--- config.mk ---
export PLATFORM = sky130hd
export DESIGN_NAME = ahb_slave_mem_flat
export DESIGN_NICKNAME = d
export VERILOG_FILES = /design/src/rtl/ahb_pkg.sv /design/src/rtl/ahb_slave_mem_if.sv /design/src/rtl/ahb_bytemem.sv /design/src/rtl/ahb_slave_mem.sv /design/src/flat_wrapper.sv
export SDC_FILE = /design/constraint.sdc
export NUM_CORES = 1
export LEC_CHECK = 0
export BUFFER_PORTS_ARGS = -buffer_cell sky130_fd_sc_hd__buf_2
export CAP_MARGIN = 10
export CELL_PAD_IN_SITES_DETAIL_PLACEMENT = 1
export CELL_PAD_IN_SITES_GLOBAL_PLACEMENT = 2
export CORE_UTILIZATION = 26
export DETAILED_ROUTE_END_ITERATION = 8
export PLACE_DENSITY = 0.56
export SLEW_MARGIN = 20
export SYNTH_ARGS = -nofsm -noshare
export SYNTH_HDL_FRONTEND = slang
export SYNTH_SLANG_ARGS = --single-unit
--- constraint.sdc ---
create_clock -name hclk -period 4.28 [get_ports hclk]
set_clock_uncertainty 0.2 [all_clocks]
set_input_delay 0.642 -clock hclk [delete_from_list [all_inputs] [get_ports hclk]]
set_output_delay 0.642 -clock hclk [all_outputs]
set_load 0.01 [all_outputs]
--- src/rtl/ahb_pkg.sv ---
// Shared AHB-Lite encodings and the responder FSM state type.
package ahb_pkg;

    localparam logic [1:0] HTRANS_IDLE   = 2'b00;
    localparam logic [1:0] HTRANS_BUSY   = 2'b01;
    localparam logic [1:0] HTRANS_NONSEQ = 2'b10;
    localparam logic [1:0] HTRANS_SEQ    = 2'b11;

    localparam logic [2:0] HSIZE_BYTE = 3'd0;
    localparam logic [2:0] HSIZE_HALF = 3'd1;
    localparam logic [2:0] HSIZE_WORD = 3'd2;

    localparam logic HRESP_OKAY  = 1'b0;
    localparam logic HRESP_ERROR = 1'b1;

    typedef enum logic [1:0] {
        ST_IDLE = 2'd0,
        ST_WAIT = 2'd1,
        ST_ERR1 = 2'd2,
        ST_ERR2 = 2'd3
    } state_e;

    // Little-endian byte lanes touched by a legal transfer.
    function automatic logic [3:0] byte_en(input logic [1:0] off, input logic [1:0] size);
        logic [3:0] be;
        if (size == 2'(HSIZE_BYTE)) begin
            be = 4'b0001 << off;
        end else if (size == 2'(HSIZE_HALF)) begin
            be = off[1] ? 4'b1100 : 4'b0011;
        end else begin
            be = 4'b1111;
        end
        return be;
    endfunction

endpackage

--- src/rtl/ahb_slave_mem_if.sv ---
// AHB-Lite responder-side signal bundle.
interface ahb_slave_mem_if;

    logic        hsel;
    logic [31:0] haddr;
    logic [1:0]  htrans;
    logic        hwrite;
    logic [2:0]  hsize;
    logic [31:0] hwdata;
    logic        hready;
    logic        hreadyout;
    logic        hresp;
    logic [31:0] hrdata;

    modport master (
        output hsel, haddr, htrans, hwrite, hsize, hwdata, hready,
        input  hreadyout, hresp, hrdata
    );

    modport slave (
        input  hsel, haddr, htrans, hwrite, hsize, hwdata, hready,
        output hreadyout, hresp, hrdata
    );

endinterface

--- src/rtl/ahb_bytemem.sv ---
// DEPTH x 32 storage with a byte-enable write port and an asynchronous read port.
module ahb_bytemem #(
    parameter int unsigned DEPTH = 16,
    parameter int unsigned IDX_W = $clog2(DEPTH)
) (
    input  logic             clk,
    input  logic [3:0]       be_i,
    input  logic [IDX_W-1:0] waddr_i,
    input  logic [31:0]      wdata_i,
    input  logic [IDX_W-1:0] raddr_i,
    output logic [31:0]      rdata_o
);

    logic [31:0] mem_q [DEPTH];

    // Contents survive reset, so the array has no reset branch.
    always_ff @(posedge clk) begin
        for (int b = 0; b < 4; b++) begin
            if (be_i[b]) begin
                mem_q[waddr_i][8*b +: 8] <= wdata_i[8*b +: 8];
            end
        end
    end

    assign rdata_o = mem_q[raddr_i];

endmodule

--- src/rtl/ahb_slave_mem.sv ---
// AHB-Lite word-addressed memory responder with programmable wait states
// and a two-cycle ERROR response.
module ahb_slave_mem
    import ahb_pkg::*;
#(
    parameter int unsigned DEPTH       = 16,
    parameter int unsigned WAIT_STATES = 0
) (
    input  logic          hclk,
    input  logic          hreset,
    ahb_slave_mem_if.slave bus
);

    localparam int unsigned IDX_W = $clog2(DEPTH);

    state_e           state_q, state_d;
    logic [2:0]       cnt_q, cnt_d;
    logic             done_q, done_d;
    logic [IDX_W-1:0] idx_q, idx_d;
    logic [1:0]       off_q, off_d;
    logic [1:0]       size_q, size_d;
    logic             write_q, write_d;
    logic             hreadyout_q, hreadyout_d;
    logic             hresp_q, hresp_d;
    logic [31:0]      hrdata_q, hrdata_d;

    logic             accept_c;
    logic             err_c;
    logic [IDX_W-1:0] req_idx_c;
    logic [IDX_W-1:0] rd_idx_c;
    logic             commit_c;
    logic [3:0]       be_c;
    logic [31:0]      mem_rdata_c;
    logic [31:0]      fwd_word_c;

    assign accept_c = bus.hsel & bus.hready
                    & ((bus.htrans == HTRANS_NONSEQ) | (bus.htrans == HTRANS_SEQ))
                    & ((state_q == ST_IDLE) | (state_q == ST_ERR2));

    assign err_c = (bus.hsize > HSIZE_WORD)
                 | ((bus.hsize == HSIZE_HALF) & bus.haddr[0])
                 | ((bus.hsize == HSIZE_WORD) & (|bus.haddr[1:0]))
                 | (bus.haddr[31:2] >= 30'(DEPTH));

    assign req_idx_c = bus.haddr[IDX_W+1:2];

    // A read completing out of WAIT uses the held index; otherwise it is the new address.
    assign rd_idx_c = (state_q == ST_WAIT) ? idx_q : req_idx_c;

    // done_q marks the completion cycle of an OKAY data phase.
    assign commit_c = done_q & write_q & ~hreset;
    assign be_c     = byte_en(off_q, size_q) & {4{commit_c}};

    ahb_bytemem #(
        .DEPTH (DEPTH),
        .IDX_W (IDX_W)
    ) u_mem (
        .clk     (hclk),
        .be_i    (be_c),
        .waddr_i (idx_q),
        .wdata_i (bus.hwdata),
        .raddr_i (rd_idx_c),
        .rdata_o (mem_rdata_c)
    );

    // Merge bytes committing this edge into a same-word read.
    always_comb begin
        fwd_word_c = mem_rdata_c;
        if (idx_q == rd_idx_c) begin
            for (int b = 0; b < 4; b++) begin
                if (be_c[b]) begin
                    fwd_word_c[8*b +: 8] = bus.hwdata[8*b +: 8];
                end
            end
        end
    end

    always_ff @(posedge hclk) begin
        if (hreset) begin
            state_q     <= ST_IDLE;
            cnt_q       <= 3'd0;
            done_q      <= 1'b0;
            idx_q       <= '0;
            off_q       <= 2'd0;
            size_q      <= 2'd0;
            write_q     <= 1'b0;
            hreadyout_q <= 1'b1;
            hresp_q     <= HRESP_OKAY;
            hrdata_q    <= 32'd0;
        end else begin
            state_q     <= state_d;
            cnt_q       <= cnt_d;
            done_q      <= done_d;
            idx_q       <= idx_d;
            off_q       <= off_d;
            size_q      <= size_d;
            write_q     <= write_d;
            hreadyout_q <= hreadyout_d;
            hresp_q     <= hresp_d;
            hrdata_q    <= hrdata_d;
        end
    end

    // Next-state and next-cycle response.
    always_comb begin
        state_d     = state_q;
        cnt_d       = cnt_q;
        done_d      = 1'b0;
        idx_d       = idx_q;
        off_d       = off_q;
        size_d      = size_q;
        write_d     = write_q;
        hreadyout_d = 1'b1;
        hresp_d     = HRESP_OKAY;
        hrdata_d    = hrdata_q;

        unique case (state_q)
            ST_WAIT: begin
                cnt_d       = cnt_q - 3'd1;
                hreadyout_d = 1'b0;
                if (cnt_q == 3'd1) begin
                    state_d     = ST_IDLE;
                    done_d      = 1'b1;
                    hreadyout_d = 1'b1;
                    if (!write_q) begin
                        hrdata_d = fwd_word_c;
                    end
                end
            end
            ST_ERR1: begin
                state_d = ST_ERR2;
                hresp_d = HRESP_ERROR;
            end
            default: begin
                state_d = ST_IDLE;
                if (accept_c) begin
                    idx_d   = req_idx_c;
                    off_d   = bus.haddr[1:0];
                    size_d  = bus.hsize[1:0];
                    write_d = bus.hwrite;
                    if (err_c) begin
                        state_d     = ST_ERR1;
                        hreadyout_d = 1'b0;
                        hresp_d     = HRESP_ERROR;
                    end else if (WAIT_STATES == 0) begin
                        done_d = 1'b1;
                        if (!bus.hwrite) begin
                            hrdata_d = fwd_word_c;
                        end
                    end else begin
                        state_d     = ST_WAIT;
                        cnt_d       = 3'(WAIT_STATES);
                        hreadyout_d = 1'b0;
                    end
                end
            end
        endcase
    end

    assign bus.hreadyout = hreadyout_q;
    assign bus.hresp     = hresp_q;
    assign bus.hrdata    = hrdata_q;

endmodule

--- src/flat_wrapper.sv ---
// flat-port wrapper written by rule: the top's interface ports become plain ports
module ahb_slave_mem_flat import ahb_pkg::*;
#(
    parameter int unsigned DEPTH       = 16,
    parameter int unsigned WAIT_STATES = 0
)
  (hclk, hreset, bus_hsel, bus_haddr, bus_htrans, bus_hwrite, bus_hsize, bus_hwdata, bus_hready, bus_hreadyout, bus_hresp, bus_hrdata);
  ahb_slave_mem_if bus_i ();
  input  logic hclk;
  input  logic hreset;
  input wire logic [$bits(bus_i.hsel)-1:0] bus_hsel;
  input wire logic [$bits(bus_i.haddr)-1:0] bus_haddr;
  input wire logic [$bits(bus_i.htrans)-1:0] bus_htrans;
  input wire logic [$bits(bus_i.hwrite)-1:0] bus_hwrite;
  input wire logic [$bits(bus_i.hsize)-1:0] bus_hsize;
  input wire logic [$bits(bus_i.hwdata)-1:0] bus_hwdata;
  input wire logic [$bits(bus_i.hready)-1:0] bus_hready;
  output wire logic [$bits(bus_i.hreadyout)-1:0] bus_hreadyout;
  output wire logic [$bits(bus_i.hresp)-1:0] bus_hresp;
  output wire logic [$bits(bus_i.hrdata)-1:0] bus_hrdata;
  assign bus_i.hsel = bus_hsel;
  assign bus_i.haddr = bus_haddr;
  assign bus_i.htrans = bus_htrans;
  assign bus_i.hwrite = bus_hwrite;
  assign bus_i.hsize = bus_hsize;
  assign bus_i.hwdata = bus_hwdata;
  assign bus_i.hready = bus_hready;
  assign bus_hreadyout = bus_i.hreadyout;
  assign bus_hresp = bus_i.hresp;
  assign bus_hrdata = bus_i.hrdata;
  ahb_slave_mem #(.DEPTH(DEPTH), .WAIT_STATES(WAIT_STATES)) u_core (.hclk(hclk), .hreset(hreset), .bus(bus_i));
endmodule
==> key figures <==
Global routing
  – Global-route wire length before repair: 83.28 mm
  – Vias in the first global route: 12170
  – Largest net degree at the start of global routing: between 60 and 70
  – Initial antenna violation count: 5
  – Global route total overflow: 0
  – GRT Overall Usage: between 10% and 20%

Timing
  – RSZ-0062 raised after global routing: false
  – Tcrit/Tclk final: 76.82%
  – FMAX: 0.3041 GHz
  – Worst slew pin tran: 1081 ps
  – Final Max Slew Viols: 0
  – Crit path time final: roughly 3300 ps
  – Hold WS: a little over 80 ps
  – Count of final hold-check violations: 0
  – Setup violators final: 0
  – TNS Setup: 0 ps
  – Slew HR: between 20 and 30%

Place
  – Number of buffers added on ports: approximately 110
  – DP HPWL: 36.23 mm
  – Gpl congestion: slightly above 0.7
  – DP Cell Count: about 2300

Synth
  – Net count after synthesis: 1229
  – Post-synth EDFFs: between 500 and 600
  – Syn Area/Cell: 18.89 µm²
  – Post-synth ARST share: 0%
  – Area leader, netlist: edfxtp_1
  – Cell with the most instances after synthesis: edfxtp_1
  – Post-synth top area share: just over 70%
  – Top cells by area, synth: edfxtp_1, mux4_2, dfxtp_1
  – Synth cell count leaders: edfxtp_1, mux4_2, nor2_1
  – Mapped Area: around 0.022 mm²
  – Syn Inst Count: between 1000 and 1500
  – Main flop type after synthesis: edfxtp_1
  – Yosys warns: 0
  – Sequential area share after synthesis: 75.24%
  – Number of distinct library cells after synthesis: 38
  – Yosys reg bits: 561

Critical path
  – Crit path top cell by count: buf_4
  – Worst Setup End Kind: register
  – Setup CP Type: register to register
  – Critical path arrival: ~3600 ps
  – CP cell instances: inv_1 -> ha_1 -> buf_4 -> mux2i_4 -> buf_4 -> mux4_2 -> a22oi_1 -> a21oi_1 -> a211oi_1 -> nor3_1
  – Worst path slowest cell: mux2i_4
  – Delay-heaviest family, CP: multiplexers
  – Crit-path max cell delay: 500 ps
  – Flop2flop setup slack: between 900 and 1000 ps
  – Data required, critical path: between 4000 and 5000 ps
  – Crit Path Max Fanout: 19
  – Worst path bufs/invs: 3
  – Critical path launch point type: register

Clock network
  – CTS Hold Buffers Added: 0
  – CTS Buf Count: between 50 and 60
  – CTS tree: built
  – CTS H-tree lvls: 2
  – Clk_lat worst skew: between 600 and 700 ps
  – Reg clk slew, reported paths: ~60 ps
  – Clk buf depth: 3
  – Setup Fix Bufs, Post-CTS: 0
  – Clock sinks: ~560
  – Root buf cell: clkbuf_16
  – Post-cts sizing count: 0

Detailed routing
  – Residual DRC count: 0
  – Routed wire length per instance: between 20 and 25 µm
  – Via count: around 11000
  – Vias per inst: roughly 4.6
  – Violation count after the first detailed-route iteration: between 700 and 800
  – TritonRoute pass-1 iters: 4
  – Total wire length: about 56 mm
  – Antenna Nets Post-Route: 0

Die
  – Core box area: 0.08237 mm²
  – Die Height: a little under 300 µm
  – Starting Density: about a quarter
  – Die width: 291.2 µm
  – Num ports: 108
  – Full die area: about 0.085 mm²
  – Num rows: roughly 110

Layout
  – Final nets: about 1400
  – Final core occ: 31.04%
  – Share of layout cells above drive strength 1: about 27%
  – Non-Filler Instances: between 2000 and 2500
  – Layout area overhead: 17.64%

Pwr
  – NetSw: approximately 2.4 mW
  – Clock share of power: between 40% and 50%
  – Lkg Pwr: ~8 nW
  – Power per cell area: around 450 mW/mm²
  – Pint: roughly 9.1 mW
  – Total power: 11.57 mW
  – Share of power burned in registers: 51.7%
  – Switching share of power: about a fifth
  – Peak VDD IR: ~0.36 mV
  – Logic pwr share: under 10%

Flow run
  – Max-Cap Viols: 0

Hold path
  – Hold/Removal Path Class: primary input to register

Outcome
  – Run status: complete, no violations
-- area by class of cell --
cell class | count | area [µm²]
tap | 1070 | 1339
inverter | 7 | 26.28
multi-input combinational | 511 | 5072
sequential | 561 | 16360
timing repair buffer | 150 | 923.4
antenna | 2 | 5.005
clock inverter | 21 | 256.5
clock buffer | 85 | 1594
fill | 8322 | 56800
-- state kept, by name (all words and copies together), names as in the netlist --
register / cells
u_core.done_q: 1
u_core.state_q: 2
u_core.idx_q: 4
u_core.off_q: 2
u_core.cnt_q: 3
u_core.bus.hreadyout: 1
u_core.bus.hrdata: 32
u_core.u_mem.mem_q: 512
u_core.write_q: 1
u_core.bus.hresp: 1
u_core.size_q: 2
-- tightest hold or removal path, delay by kind of cell --
family,cells,cell delay (ps)
buf+inv,1,110
compound gates,1,50
simple gates,1,50
-- power groups by stage --
| stage | Clock [mW] | Sequential, mW | Combinational [mW] |
|---|---|---|---|
| 5_1_grt | 5.35 | 5.98 | 0.622 |
| 6_report | 5.01 | 5.98 | 0.572 |
| 4_1_cts | 5.14 | 5.98 | 0.588 |
| 2_1_floorplan | 0 | 6.10 | 0.337 |
| 3_5_place_dp | 0 | 6.10 | 0.586 |
| 3_3_place_gp | 0 | 6.10 | 0.574 |
-- cell usage in the layout, fill, tap and decap left out, types with 15 or more instances in the layout --
| cell | Yosys | layout |
|---|---|---|
| nor2_1 | 105 | 104 |
| nor3_1 | 21 | 21 |
| buf_2 | 13 | 106 |
| buf_4 | 11 | 39 |
| nand2_1 | 38 | 38 |
| edfxtp_1 | 512 | 512 |
| clkbuf_1 | 41 | 24 |
| a22oi_1 | 50 | 50 |
| nand3_1 | 15 | 15 |
| dfxtp_1 | 49 | 49 |
| mux4_2 | 128 | 128 |
| a211oi_1 | 25 | 25 |
| clkbuf_16 | 0 | 59 |
| a21oi_1 | 49 | 48 |
-- path summary, 6_finish.rpt --
kind | cells past startpoint | to | start
max | 10 | u_core.bus.hrdata[26] | u_core.state_q[1]
min | 3 | u_core.off_q[1] | bus_haddr[1]
max reg2reg | 10 | u_core.bus.hrdata[26] | u_core.state_q[1]
min reg2reg | 2 | u_core.bus.hrdata[14] | u_core.bus.hrdata[14]
-- logic make-up after synthesis --
logic type	share of synthesized area [%]
compound gates	4.979
xor+xnor	0.2417
fa+ha+maj	0.2302
buf+inv	1.698
flops	75.24
mux	13.45
simple gates	4.167
-- layer usage --
metal | GRT usage, % | wire, µm | up-vias
met3 | 2.947 | 2812 | 87
li1 | - | - | 4965
met5 | 0 | 58 | -
met4 | 3.781 | 1165 | 8
met2 | 22.22 | 27610 | 229
met1 | 17.32 | 24490 | 5879
-- per-stage QoR --
stage / worst slack, ps / cell area [µm²]
2_1_floorplan: 1721 / 21740
3_3_place_gp: 918.4 / 23710
3_5_place_dp: 846.9 / 23720
4_1_cts: 885.2 / 25570
5_1_grt: 808.4 / 25570
6_report: 992.1 / 25570
No activity file was read; power rests on OpenSTA's default activity.
